$ cat src/rtl/alu_exec_ctrl_if.sv
// Issue and writeback channels of the XM23 execute-stage sequencer.
// slave = the controller, master = the decode/writeback side driving it.
interface alu_exec_ctrl_if #(
    parameter int W    = 16,
    parameter int OP_W = 41,
    parameter int RI_W = 3
);
    // Both channels: a transfer happens on a rising edge where valid & ready are both 1;
    // the sender holds valid and its payload stable until that edge; ready may depend on state only.
    logic            issue_valid;
    logic            issue_ready;
    logic [OP_W-1:0] issue_op;
    logic [W-1:0]    issue_a;
    logic [W-1:0]    issue_b;
    logic [RI_W-1:0] issue_dst;

    logic            wb_valid;
    logic            wb_ready;
    logic            wb_we;
    logic [RI_W-1:0] wb_dst;
    logic [W-1:0]    wb_data;

    modport master (
        output issue_valid, issue_op, issue_a, issue_b, issue_dst, wb_ready,
        input  issue_ready, wb_valid, wb_we, wb_dst, wb_data
    );

    modport slave (
        input  issue_valid, issue_op, issue_a, issue_b, issue_dst, wb_ready,
        output issue_ready, wb_valid, wb_we, wb_dst, wb_data
    );
endinterface

$ cat src/rtl/alu_exec_ctrl.sv
// XM23 execute-stage sequencer: latches one op, drives the ALU, owns PSW {V,N,Z,C}, hands result to WB.
// Optional macro PSW_WR_EN adds a software PSW write port (psw_wr / psw_wr_data).
module alu_exec_ctrl #(
    parameter int W    = 16,
    parameter int OP_W = 41,
    parameter int RI_W = 3
) (
    input  logic            clk,
    input  logic            rst_n,
    input  logic            flush,
    alu_exec_ctrl_if.slave  bus,
    output logic [W-1:0]    alu_a,
    output logic [W-1:0]    alu_b,
    output logic [OP_W-1:0] alu_enable,
    output logic            alu_carry_in,
    input  logic [W-1:0]    alu_result,
    input  logic            alu_psw_en,
    output logic [3:0]      psw,
`ifdef PSW_WR_EN
    input  logic            psw_wr,
    input  logic [3:0]      psw_wr_data,
`endif
    output logic [1:0]      dbg_state
);
    localparam int OP_ADD  = 9;
    localparam int OP_ADDC = 10;
    localparam int OP_SUB  = 11;
    localparam int OP_SUBC = 12;
    localparam int OP_DADD = 13;
    localparam int OP_CMP  = 14;
    localparam int OP_BIT  = 18;
    localparam int OP_LMIN = 15;
    localparam int OP_LMAX = 20;

    typedef enum logic [1:0] {S_IDLE = 2'd0, S_EXEC = 2'd1, S_DONE = 2'd2} state_t;

    state_t          state_q, state_d;
    logic [W-1:0]    a_q, a_d, b_q, b_d;
    logic [OP_W-1:0] en_q, en_d;
    logic [RI_W-1:0] dst_q, dst_d;
    logic [3:0]      psw_q, psw_d;
    logic            wb_we_q, wb_we_d;
    logic [RI_W-1:0] wb_dst_q, wb_dst_d;
    logic [W-1:0]    wb_data_q, wb_data_d;

    logic            accept;
    logic            has_op, is_sub, cin, we_calc, v_calc;
    int              sel;
    logic [W-1:0]    b_eff;
    logic [W:0]      sum;
    logic [3:0]      flags;

    assign bus.issue_ready = !flush && (state_q == S_IDLE || (state_q == S_DONE && bus.wb_ready));
    assign accept          = bus.issue_valid && bus.issue_ready;
    assign bus.wb_valid    = (state_q == S_DONE);
    assign bus.wb_we       = wb_we_q;
    assign bus.wb_dst      = wb_dst_q;
    assign bus.wb_data     = wb_data_q;
    assign alu_a           = a_q;
    assign alu_b           = b_q;
    assign alu_enable      = en_q;
    assign alu_carry_in    = psw_q[0];
    assign psw             = psw_q;
    assign dbg_state       = state_q;

    // Flags follow the lowest set op bit, mirroring the ALU's own priority.
    always_comb begin
        sel = -1;
        for (int i = OP_W - 1; i >= 0; i--) begin
            if (en_q[i]) sel = i;
        end
        has_op  = |en_q;
        is_sub  = (sel == OP_SUB) || (sel == OP_SUBC) || (sel == OP_CMP);
        cin     = (sel == OP_SUB || sel == OP_CMP) ? 1'b1 :
                  (sel == OP_ADDC || sel == OP_SUBC) ? psw_q[0] : 1'b0;
        b_eff   = is_sub ? ~b_q : b_q;
        sum     = {1'b0, a_q} + {1'b0, b_eff} + {{W{1'b0}}, cin};
        v_calc  = (a_q[W-1] == b_eff[W-1]) && (sum[W-1] != a_q[W-1]);
        we_calc = has_op && (sel != OP_CMP) && (sel != OP_BIT);
        if (sel >= OP_ADD && sel <= OP_CMP && sel != OP_DADD)
            flags = {v_calc, alu_result[W-1], alu_result == '0, sum[W]};
        else if (sel >= OP_LMIN && sel <= OP_LMAX)
            flags = {1'b0, alu_result[W-1], alu_result == '0, psw_q[0]};
        else
            flags = {psw_q[3], alu_result[W-1], alu_result == '0, psw_q[0]};
    end

    always_comb begin
        state_d   = state_q;
        a_d       = a_q;
        b_d       = b_q;
        en_d      = en_q;
        dst_d     = dst_q;
        psw_d     = psw_q;
        wb_we_d   = wb_we_q;
        wb_dst_d  = wb_dst_q;
        wb_data_d = wb_data_q;
        if (flush) begin
            state_d = S_IDLE;
            en_d    = '0;
            wb_we_d = 1'b0;
        end else begin
            case (state_q)
                S_EXEC: begin
                    state_d   = S_DONE;
                    en_d      = '0;
                    wb_data_d = alu_result;
                    wb_we_d   = we_calc;
                    wb_dst_d  = dst_q;
                    if (alu_psw_en && has_op) psw_d = flags;
                end
                S_IDLE, S_DONE: begin
                    if (accept) begin
                        state_d = S_EXEC;
                        a_d     = bus.issue_a;
                        b_d     = bus.issue_b;
                        en_d    = bus.issue_op;
                        dst_d   = bus.issue_dst;
                    end else if (state_q == S_DONE && bus.wb_ready) begin
                        state_d = S_IDLE;
                    end
                end
                default: state_d = S_IDLE;
            endcase
        end
`ifdef PSW_WR_EN
        // Software write beats ALU capture and is not blocked by flush.
        if (psw_wr) psw_d = psw_wr_data;
`endif
    end

    always_ff @(posedge clk or negedge rst_n) begin
        if (!rst_n) begin
            state_q   <= S_IDLE;
            a_q       <= '0;
            b_q       <= '0;
            en_q      <= '0;
            dst_q     <= '0;
            psw_q     <= '0;
            wb_we_q   <= 1'b0;
            wb_dst_q  <= '0;
            wb_data_q <= '0;
        end else begin
            state_q   <= state_d;
            a_q       <= a_d;
            b_q       <= b_d;
            en_q      <= en_d;
            dst_q     <= dst_d;
            psw_q     <= psw_d;
            wb_we_q   <= wb_we_d;
            wb_dst_q  <= wb_dst_d;
            wb_data_q <= wb_data_d;
        end
    end
endmodule

$ cat src/flat_wrapper.sv
// flat-port wrapper written by rule: the top's interface ports become plain ports
module alu_exec_ctrl_flat 
#(
    parameter int W    = 16,
    parameter int OP_W = 41,
    parameter int RI_W = 3
)
  (clk, rst_n, flush, alu_a, alu_b, alu_enable, alu_carry_in, alu_result, alu_psw_en, psw, dbg_state, bus_issue_valid, bus_issue_op, bus_issue_a, bus_issue_b, bus_issue_dst, bus_wb_ready, bus_issue_ready, bus_wb_valid, bus_wb_we, bus_wb_dst, bus_wb_data);
  alu_exec_ctrl_if #(.W(W), .OP_W(OP_W), .RI_W(RI_W)) bus_i ();
  input  logic clk;
  input  logic rst_n;
  input  logic flush;
  output logic [W-1:0] alu_a;
  output logic [W-1:0] alu_b;
  output logic [OP_W-1:0] alu_enable;
  output logic alu_carry_in;
  input  logic [W-1:0] alu_result;
  input  logic alu_psw_en;
  output logic [3:0] psw;
  output logic [1:0] dbg_state;
  input wire logic [$bits(bus_i.issue_valid)-1:0] bus_issue_valid;
  input wire logic [$bits(bus_i.issue_op)-1:0] bus_issue_op;
  input wire logic [$bits(bus_i.issue_a)-1:0] bus_issue_a;
  input wire logic [$bits(bus_i.issue_b)-1:0] bus_issue_b;
  input wire logic [$bits(bus_i.issue_dst)-1:0] bus_issue_dst;
  input wire logic [$bits(bus_i.wb_ready)-1:0] bus_wb_ready;
  output wire logic [$bits(bus_i.issue_ready)-1:0] bus_issue_ready;
  output wire logic [$bits(bus_i.wb_valid)-1:0] bus_wb_valid;
  output wire logic [$bits(bus_i.wb_we)-1:0] bus_wb_we;
  output wire logic [$bits(bus_i.wb_dst)-1:0] bus_wb_dst;
  output wire logic [$bits(bus_i.wb_data)-1:0] bus_wb_data;
  assign bus_i.issue_valid = bus_issue_valid;
  assign bus_i.issue_op = bus_issue_op;
  assign bus_i.issue_a = bus_issue_a;
  assign bus_i.issue_b = bus_issue_b;
  assign bus_i.issue_dst = bus_issue_dst;
  assign bus_i.wb_ready = bus_wb_ready;
  assign bus_issue_ready = bus_i.issue_ready;
  assign bus_wb_valid = bus_i.wb_valid;
  assign bus_wb_we = bus_i.wb_we;
  assign bus_wb_dst = bus_i.wb_dst;
  assign bus_wb_data = bus_i.wb_data;
  alu_exec_ctrl #(.W(W), .OP_W(OP_W), .RI_W(RI_W)) u_core (.clk(clk), .rst_n(rst_n), .flush(flush), .bus(bus_i), .alu_a(alu_a), .alu_b(alu_b), .alu_enable(alu_enable), .alu_carry_in(alu_carry_in), .alu_result(alu_result), .alu_psw_en(alu_psw_en), .psw(psw), .dbg_state(dbg_state));
endmodule
$ cat config.mk
export PLATFORM = sky130hd
export DESIGN_NAME = alu_exec_ctrl_flat
export DESIGN_NICKNAME = d
export VERILOG_FILES = /design/src/rtl/alu_exec_ctrl_if.sv /design/src/rtl/alu_exec_ctrl.sv /design/src/flat_wrapper.sv
export SDC_FILE = /design/constraint.sdc
export NUM_CORES = 1
export LEC_CHECK = 0
export CORE_UTILIZATION = 35
export DETAILED_ROUTE_END_ITERATION = 16
export PLACE_DENSITY = 0.67
export SETUP_SLACK_MARGIN = 0.3
export SLEW_MARGIN = 20
export SYNTH_ARGS = -nofsm -noshare
export SYNTH_HDL_FRONTEND = slang
export SYNTH_SLANG_ARGS = --single-unit
$ cat constraint.sdc
create_clock -name clk -period 11.9 [get_ports clk]
set_input_delay 2.38 -clock clk [delete_from_list [all_inputs] [get_ports clk]]
set_output_delay 2.38 -clock clk [all_outputs]
set_load 0.02 [all_outputs]
==> flow_metrics.py <==
metrics = {
    "cells_and_area": {
        "finalInstanceArea_um2": 7550,
        "final_nets": 876,
        "n_antenna_cell": 0,
        "fill_cells": 1270,
        "layout_common_cells": "nand2_1, clkdlybuf4s50_1, dfrtp_1, o21ai_0, mux2_2",
        "final_common_cell": "nand2_1",
        "drive_gt1_share_pct": 6.65,
        "area_delta_synth_final_pct": 48.0,
    },
    "worst_setup_path": {
        "crit_buf_inv": 2,
        "start_kind": "primary input",
        "critPathArrivalTime_ns": 3.91,
        "cpMostUsedCell": "clkdlybuf4s50_1",
        "critPathMaxFanout": 5,
        "r2r_end": "u_core.psw[3]$_DFFE_PN0P_",
        "path_depth": 4,
        "rrSetupSlack_ns": 7.10,
        "crit_chain": "clkdlybuf4s50_1 -> nor2_2 -> a21boi_0 -> clkdlybuf4s50_1",
        "slowest_delay_ns": 0.64,
        "cp_slowest_cell": "clkdlybuf4s50_1",
        "crit_family": "buffers and inverters",
        "critPathKind": "in -> out",
        "crit_path_end_kind": "primary output",
        "crit_required_ns": 9.52,
        "reg2reg_depth": 15,
        "rr_startpoint": "u_core.alu_enable[17]$_DFFE_PN0P_",
    },
    "grt": {
        "grt_pass1_vias": 4577,
        "grt.overflow.total": 0,
        "grt_max_degree": 83,
        "grt_pass1_wl_mm": 22.4,
        "antenna_found_initial": 0,
        "track_usage_pct": 19.1,
    },
    "min_path": {
        "hp-class": "reg -> reg",
        "hold_depth": 2,
        "min_to": "u_core.dst_q[0]$_DFFE_PN0P_",
        "min_from": "u_core.dst_q[0]$_DFFE_PN0P_",
    },
    "routing": {
        "viasPerCell": 4.92,
        "vias": 4661,
        "drt-pass1-iter-count": 4,
        "drtAntennaViolNets": 0,
        "wl_per_cell_um": 14.8,
        "drt_iter0_markers": 117,
        "wl_mm": 14.1,
        "drc": 0,
    },
    "clock_tree": {
        "clock_path_buffers": 2,
        "cts_made_buffers": 9,
        "htree_levels": 3,
        "cts_sinks": 102,
        "cts_resized": 0,
        "hold_buffers": 0,
        "clk_pin_slew_ns": 0.06,
        "cts_root_buffer": "clkbuf_16",
        "clk_latency_ns": 0.35,
        "cts_setup_buffers": 0,
        "cts_tree": "built",
    },
    "die": {
        "die_x_um": 123,
        "pin_count": 200,
        "core_um2": 14000,
        "fp.dieArea_um2": 15100,
        "fp-row-count": 43,
        "initial_core_util_pct": 36.3,
        "die_y_um": 123,
    },
    "synth": {
        "netlist_instances": 572,
        "ys_warn_count": 0,
        "synth-edff-count": 0,
        "avgSynthCellArea_um2": 8.92,
        "synth_nets": 686,
        "ys.flop_type": "dfrtp_1",
        "synth_cell_types": 48,
        "yosysSeqAreaShare_pct": 50.0,
        "synth-async-reset-ratio_pct": 100,
        "synth_area_um2": 5100,
        "ys_ff_latch": 102,
    },
    "placed_design": {
        "portBuffers": 199,
        "gp_congestion": 0.837,
        "placed_area_um2": 7240,
        "dp.final_hpwl_mm": 10.7,
    },
    "run": {
        "drv_cap": 0,
    },
    "power_and_ir_drop": {
        "leakage_nw": 3.32,
        "ir_drop_uv": 65.9,
        "powerDensity_nw_per_um2": 150,
    },
    "timing": {
        "maxSlewHeadroom_pct": 31.0,
        "tns_ns": 0,
        "rsz0062_at_grt": "no",
        "setup_viol_count_final": 0,
        "hold_viol_final": 0,
        "drv_slew": 0,
        "timing.fmax_mhz": 159,
        "period_share_pct": 52.8,
        "period_needed_ns": 6.29,
        "skew_ns": 0.00422,
        "worst_pin_slew_ns": 1.03,
    },
    "status": {
        "status": "finished, final reports clean",
    },
}
[through the flow]
step / power (mW) / hold WS, ns / std cells / util (%) / setup WS, ns
after floorplan: 0.650 / 0.440 / 572 / - / 6.33
after global placement: 0.832 / 0.454 / 931 / 51.6 / 5.65
after detailed placement: 0.840 / 0.472 / 931 / 51.6 / 5.63
after CTS: 1.14 / 0.490 / 947 / 53.7 / 5.62
after global routing: 1.19 / 0.505 / 947 / 53.8 / 5.53
final: 1.13 / 0.483 / 947 / 53.8 / 5.61
[state kept, by name, indices dropped and copies added (netlist names)]
signal and count:
u_core.alu_a 16, u_core.alu_b 16, u_core.alu_enable 41, u_core.bus.wb_data 16, u_core.bus.wb_dst 3, u_core.bus.wb_we 1, u_core.dbg_state 2, u_core.dst_q 3
u_core.psw 4
[worst max path at each step]
stage          slack (ns)               to   from
2_1_floorplan        6.33  bus_issue_ready  flush
3_3_place_gp         5.65  bus_issue_ready  flush
3_5_place_dp         5.63  bus_issue_ready  flush
4_1_cts              5.62  bus_issue_ready  flush
5_1_grt              5.53  bus_issue_ready  flush
6_report             5.61  bus_issue_ready  flush
[layout make-up]
class                   instances  area, µm²  area share [%]
flip-flops and latches        102       2550            33.8
well taps                     180        225            2.98
clock inverters                 3       42.5           0.563
multi-input cells             439       2430            32.2
clock buffers                  13        260            3.45
inverters                       8       30.0           0.398
repair buffers                202       2010            26.6
[worst reg2reg max path, cell delays in order, from the launching register on]
cell,delay (ns)
dfrtp_1,0.46
nor4_4,0.38
nand4_1,0.14
a31oi_1,0.21
nor4b_1,0.12
or4_4,0.52
or3_4,0.36
a21oi_4,0.56
xor2_1,0.17
ha_1,0.38
nand3_1,0.08
a2111oi_0,0.36
o311ai_0,0.26
a31oi_1,0.28
a2111oi_0,0.14
a211o_1,0.28
[cell families after synthesis]
family,share of synthesized area [%]
XOR/XNOR,2.75
multiplexers,4.63
AND/OR/NAND/NOR,24.6
flip-flops,50.0
AO/OA/AOI/OAI,11.5
buffers and inverters,2.57
adder cells (fa/ha/maj),3.92
[cell usage after synthesis, types with 3 or more instances]
cell type  instances  area share [%]
nand2_1          201              15
dfrtp_1          102              50
o21ai_0           57             5.6
nor2_1            22             1.6
mux2_2            21             4.6
clkbuf_1          20             1.5
ha_1              16             3.9
xor2_1            16             2.7
a21oi_1           15             1.5
nor4_1            12             1.5
nor3_1             9            0.88
inv_1              7            0.52
nand3_1            7            0.69
nand4_1            7            0.86
nor2b_1            7            0.86
nand2b_1           6            0.74
or4_1              4            0.59
a21o_1             3            0.44
a31oi_1            3            0.37
o21bai_1           3            0.44
o311ai_0           3            0.52
[routing by layer]
metal / share of wire, % / vias to the layer above / wire (µm) / track usage (%)
met5: 0 / - / 0 / 0
met3: 5.1 / 18 / 711 / 3.76
met2: 48 / 128 / 6700 / 31.9
met4: 1.7 / 0 / 241 / 7.01
li1: - / 2332 / - / -
met1: 46 / 2183 / 6400 / 24.3
[where the power goes]
| part | internal (mW) | switching [mW] | total, mW |
|---|---|---|---|
| clock | 0.174 | 0.124 | 0.298 |
| combinational | 0.190 | 0.193 | 0.383 |
| sequential | 0.399 | 0.0502 | 0.449 |
| total | 0.763 | 0.367 | 1.13 |
(Power assumes the default switching activity.)
